--- src/rtl/bcd_timer_ctrl.sv ---
// MM:SS BCD up/down timer with tick prescaler, speed levels, minute adjust and lap capture.
// Q drives the 7-segment display mux directly.
//
// state | meaning
// ------+-----------------------------------------------------------
// IDLE  | loaded with the start value, waiting for START
// RUN   | counting one BCD step per prescaler period
// PAUSE | count frozen, partial prescaler period kept
// DONE  | target reached, Q held until CLEAR or RESET
module bcd_timer_ctrl #(
   parameter int          TICK_DIV     = 8,
   parameter logic [15:0] LOW_LIMIT    = 16'h1020,
   parameter logic [15:0] HIGH_LIMIT   = 16'h4030,
   parameter int          MIN_TENS_MAX = 5
) (
   input  logic        clk,
   input  logic        RESET,
   input  logic        START,
   input  logic        REVERSE,
   input  logic        CLEAR,
   input  logic        SPEED_UP,
   input  logic        SPEED_DOWN,
   input  logic        ADD,
   input  logic        SUBTRACT,
   input  logic        LAP,
   output logic [15:0] Q,
   output logic [15:0] LAP_Q,
   output logic        RUNNING,
   output logic        DONE
);

   localparam int         PW     = (TICK_DIV > 1) ? $clog2(TICK_DIV) : 1;
   localparam logic [3:0] MT_MAX = 4'(MIN_TENS_MAX);

   typedef enum logic [1:0] {S_IDLE, S_RUN, S_PAUSE, S_DONE} state_t;

   state_t        state_q, state_d;
   logic [15:0]   cnt_q, cnt_d;
   logic [15:0]   lap_reg_q, lap_reg_d;
   logic          dir_q, dir_d;
   logic [1:0]    spd_q, spd_d;
   logic [PW-1:0] presc_q, presc_d;
   logic [PW-1:0] period_m1;
   logic [15:0]   target, cnt_step, cnt_adj;
   logic          tick, spd_chg, adj_ok;

   function automatic logic [15:0] bcd_inc(input logic [15:0] v);
      logic [15:0] r;
      r = v;
      if (v[3:0] != 4'd9) r[3:0] = v[3:0] + 4'd1;
      else begin
         r[3:0] = 4'd0;
         if (v[7:4] != 4'd5) r[7:4] = v[7:4] + 4'd1;
         else begin
            r[7:4] = 4'd0;
            if (v[11:8] != 4'd9) r[11:8] = v[11:8] + 4'd1;
            else begin
               r[11:8]  = 4'd0;
               r[15:12] = (v[15:12] == MT_MAX) ? 4'd0 : v[15:12] + 4'd1;
            end
         end
      end
      return r;
   endfunction

   function automatic logic [15:0] bcd_dec(input logic [15:0] v);
      logic [15:0] r;
      r = v;
      if (v[3:0] != 4'd0) r[3:0] = v[3:0] - 4'd1;
      else begin
         r[3:0] = 4'd9;
         if (v[7:4] != 4'd0) r[7:4] = v[7:4] - 4'd1;
         else begin
            r[7:4] = 4'd5;
            if (v[11:8] != 4'd0) r[11:8] = v[11:8] - 4'd1;
            else begin
               r[11:8]  = 4'd9;
               r[15:12] = (v[15:12] == 4'd0) ? MT_MAX : v[15:12] - 4'd1;
            end
         end
      end
      return r;
   endfunction

   // Direction is latched from REVERSE whenever not running, so target follows it live in IDLE.
   always_comb begin
      dir_d     = (state_q == S_RUN) ? dir_q : REVERSE;
      target    = dir_d ? LOW_LIMIT : HIGH_LIMIT;
      cnt_step  = dir_d ? bcd_dec(cnt_q) : bcd_inc(cnt_q);
      period_m1 = PW'((TICK_DIV >> spd_q) - 1);
      tick      = (state_q == S_RUN) && (presc_q == period_m1);
   end

   always_comb begin
      spd_d   = spd_q;
      spd_chg = 1'b0;
      if (SPEED_UP && !SPEED_DOWN && spd_q != 2'd3) begin
         spd_d   = spd_q + 2'd1;
         spd_chg = 1'b1;
      end else if (SPEED_DOWN && !SPEED_UP && spd_q != 2'd0) begin
         spd_d   = spd_q - 2'd1;
         spd_chg = 1'b1;
      end
   end

   // Minute adjust; a result outside the limits or past 00/MIN_TENS_MAX9 is dropped.
   always_comb begin
      cnt_adj = cnt_q;
      adj_ok  = 1'b0;
      if ((ADD ^ SUBTRACT) && (state_q == S_IDLE || state_q == S_PAUSE)) begin
         if (ADD) begin
            if (cnt_q[11:8] != 4'd9) begin
               cnt_adj[11:8] = cnt_q[11:8] + 4'd1;
               adj_ok        = 1'b1;
            end else if (cnt_q[15:12] != MT_MAX) begin
               cnt_adj[11:8]  = 4'd0;
               cnt_adj[15:12] = cnt_q[15:12] + 4'd1;
               adj_ok         = 1'b1;
            end
         end else begin
            if (cnt_q[11:8] != 4'd0) begin
               cnt_adj[11:8] = cnt_q[11:8] - 4'd1;
               adj_ok        = 1'b1;
            end else if (cnt_q[15:12] != 4'd0) begin
               cnt_adj[11:8]  = 4'd9;
               cnt_adj[15:12] = cnt_q[15:12] - 4'd1;
               adj_ok         = 1'b1;
            end
         end
         if (cnt_adj > HIGH_LIMIT || cnt_adj < LOW_LIMIT) adj_ok = 1'b0;
      end
   end

   always_comb begin
      state_d   = state_q;
      cnt_d     = cnt_q;
      presc_d   = presc_q;
      lap_reg_d = LAP ? cnt_q : lap_reg_q;
      case (state_q)
         S_IDLE: begin
            if (START) begin
               state_d = (cnt_q == target) ? S_DONE : S_RUN;
               presc_d = '0;
            end
         end
         S_RUN: begin
            presc_d = tick ? '0 : presc_q + PW'(1);
            if (tick) cnt_d = cnt_step;
            if (tick && cnt_step == target) state_d = S_DONE;
            else if (!START)                state_d = S_PAUSE;
         end
         S_PAUSE: begin
            if (START) state_d = S_RUN;
         end
         S_DONE: begin
            state_d = S_DONE;
         end
         default: state_d = S_IDLE;
      endcase
      if (adj_ok)  cnt_d   = cnt_adj;
      if (spd_chg) presc_d = '0;
      if (CLEAR) begin
         cnt_d   = dir_d ? HIGH_LIMIT : LOW_LIMIT;
         presc_d = '0;
         state_d = S_IDLE;
      end
   end

   always_ff @(posedge clk) begin
      if (RESET) begin
         state_q   <= S_IDLE;
         cnt_q     <= LOW_LIMIT;
         lap_reg_q <= '0;
         dir_q     <= 1'b0;
         spd_q     <= 2'd0;
         presc_q   <= '0;
      end else begin
         state_q   <= state_d;
         cnt_q     <= cnt_d;
         lap_reg_q <= lap_reg_d;
         dir_q     <= dir_d;
         spd_q     <= spd_d;
         presc_q   <= presc_d;
      end
   end

   assign Q       = cnt_q;
   assign LAP_Q   = lap_reg_q;
   assign RUNNING = (state_q == S_RUN);
   assign DONE    = (state_q == S_DONE);

endmodule

--- config.mk ---
export PLATFORM = sky130hd
export DESIGN_NAME = bcd_timer_ctrl
export DESIGN_NICKNAME = d
export VERILOG_FILES = /design/src/rtl/bcd_timer_ctrl.sv
export SDC_FILE = /design/constraint.sdc
export NUM_CORES = 1
export LEC_CHECK = 0
export CORE_MARGIN = 2
export CORE_UTILIZATION = 23
export DETAILED_ROUTE_END_ITERATION = 12
export PLACE_DENSITY = 0.39
export SETUP_SLACK_MARGIN = 0.3
export SLEW_MARGIN = 40
export SYNTH_ARGS = -nofsm -noshare
export SYNTH_HDL_FRONTEND = slang
export SYNTH_SLANG_ARGS = --single-unit
--- constraint.sdc ---
create_clock -name clk -period 9.2 [get_ports clk]
set_clock_uncertainty 0.15 [all_clocks]
set_input_delay 2.3 -clock clk [delete_from_list [all_inputs] [get_ports clk]]
set_output_delay 2.3 -clock clk [all_outputs]
set_load 0.01 [all_outputs]
==> metrics <==
routed via count 3387; number of cell rows 44; antenna viol nets, final 0; post-synth top area cell dfxtp_1; DR vias/cell 5.351; initial drt markers 222; nets 471; Die Y-Extent 125.0 microns; Max IR drop VDD 0.06965 mV; worst-path cell chain clkdlybuf4s50_1 -> and4b_1 -> and3_1 -> nor4_4 -> or4b_4 -> nor3_2 -> o21ai_2 -> a32o_1; most instantiated library cell after synthesis nor2_1; final period utilization 0.5604; final hold slack 342.3 ps; Synth Flop Type dfxtp_1; total CTS buffers 5; Buffers on Ports 43; largest net degree at the start of global routing 36; synthesized net count 455; synth top area cells dfxtp_1, mux2i_1, nor2_1, ha_1, clkbuf_1; Syn-to-layout area delta 20.57%; worst path required time 9220 ps; status complete, no violations; Hold WC Path Type reg2reg; Max Cap Viol 0; Synth top area share 0.2377; synth warn 0; fin util 0.2817; setup bufs post-CTS 0; Post-synth EDFFs 0; RePlAce Congestion 0.8591; fillcell total 1584; average size of a mapped cell 7.800 sq um; most frequent cells after synthesis nor2_1, dfxtp_1, clkbuf_1, mux2i_1, a21oi_1; clk buf depth 2; CP arrival 5180 ps; Synth cell types 79; cts hold-fix bufs 0; Yosys reg bits 40; Final Hold Viols 0; RSZ-0062 raised after global routing no; final worst path period need 5156 ps; fmax 193.9 MHz; Clk Latency, worst-skew pair 290 ps; critical path capture point type register; post-synthesis sequential area ratio 0.2377; pre-CTS WS 3795 ps; global route overflow 0; critical path's slowest cell clkdlybuf4s50_1; Worst setup SP type input port; post-synthesis cell area 3369 sq um; post-CTS sizing 0; DRC 0; GRT Overall Usage 0.1425; Setup TNS Final 0 ps; Die Width 125.0 microns; leakage 0.001479 uW; worst slew pin tran 727.5 ps; clock slew seen by the registers of the worst setup and hold paths 60 ps; initial antenna violation count 0; drt pass-1 iters 5; post-DR wirelength/cell 18.03 microns; CTS tree done; worst relative slew slack 0.5143; DP HPWL 8227 microns; Routed Wire Length 11410 microns; ys async rst share 0; final worst slack 4044 ps; pins over their slew limit 0; share of cells above drive strength 1 0.08463; global-route wire length before repair 17850 microns; Max stage delay on crit path 690 ps; Root Driver clkbuf_16; # setup viols final 0; Ant. Diodes 0; initial core utilization 0.2336; full die area 15630 sq um; worst setup path class in2reg; number of global-route vias before repair 3142; Ports 44; power per cell area 114.7 nW/um^2; CTS Sinks 40; CTS H-Tree Depth 2; maximum net fanout on the critical path 15; core footprint 14420 sq um; cell count after synthesis 432
## routing by layer
metal	vias to the layer above	share of wire	global-route usage
met5	-	0	0
met4	0	0.027	0.05425
met3	22	0.042	0.02525
met2	95	0.44	0.2139
met1	1622	0.49	0.2029
li1	1648	-	-
## logic make-up (layout without fill, tap and decap cells)
family / after synthesis / in the layout / share of synthesized area
buffers and inverters: 55 / 72 / 0.06424
AND/OR/NAND/NOR: 177 / 177 / 0.3130
flip-flops: 40 / 40 / 0.2377
XOR/XNOR: 3 / 3 / 0.007799
adder cells (fa/ha/maj): 13 / 13 / 0.04827
AO/OA/AOI/OAI: 120 / 120 / 0.2573
multiplexers: 24 / 24 / 0.07167
## metrics by stage
| stage | cells | power (uW) | cell area [sq um] |
|---|---|---|---|
| 2_1_floorplan | 432 | 258.3 | 3369 |
| 3_5_place_dp | 625 | 292.9 | 3910 |
| 4_1_cts | 633 | 473.8 | 4056 |
| 5_1_grt | 633 | 491.8 | 4063 |
| 3_3_place_gp | 625 | 294.6 | 3915 |
| 6_report | 633 | 466.0 | 4063 |
## path summary, 6_finish.rpt
kind / from / to / slack, ps / depth (start not counted)
max: ADD / Q[14] / 4040 / 8
min: LAP_Q[1] / LAP_Q[1] / 340 / 2
max reg2reg: Q[12] / Q[14] / 5470 / 9
min reg2reg: LAP_Q[1] / LAP_Q[1] / 340 / 2
## power breakdown
part / leakage, uW / total (uW) / internal, uW / switching (uW)
Clock: 0.0000712 / 176 / 108 / 68.0
Combinational: 0.00108 / 101 / 43.0 / 57.6
Sequential: 0.000324 / 189 / 178 / 11.4
## state kept, by name, summed over array words and instances (netlist names)
register  cells
presc_q       3
Q            16
state_q       2
dir_q         1
LAP_Q        16
spd_q         2
## cell usage in the layout, fill, tap and decap left out, types with 4 or more instances in the layout
master	netlist	layout
nor2_1	50	50
clkdlybuf4s50_1	0	42
dfxtp_1	40	40
mux2i_1	23	23
a21oi_1	22	21
nand2_1	19	19
o21ai_0	19	18
inv_1	16	16
ha_1	13	13
nand2b_1	11	11
nand3_1	10	10
nand3b_1	8	8
o211ai_1	8	8
nor4_1	8	7
and2_1	6	6
nor3_1	6	6
and3_1	6	6
a31o_2	6	6
nor2b_1	5	5
or3_1	5	5
a21o_1	5	5
nand4_1	5	5
a22o_1	5	5
clkbuf_16	0	5
buf_4	0	5
and3b_1	4	4
or2_2	4	4
o31ai_1	4	4
## final cells by class
type	instances	area [sq um]	share of cell area
flip-flops and latches	40	800.8	0.1971
multi-input cells	337	2362	0.5815
repair buffers	48	462.9	0.1140
well taps	184	230.2	0.05667
inverters	16	60.06	0.01478
clock buffers	8	146.4	0.03603
## worst max-delay path, delay by kind of cell
| family | cells | cell delay [ps] |
|---|---|---|
| and+or+nand+nor | 5 | 1740 |
| AOI/OAI and AO/OA | 2 | 440 |
| buffers and inverters | 1 | 690 |
Power figures use the tool's default switching activity.
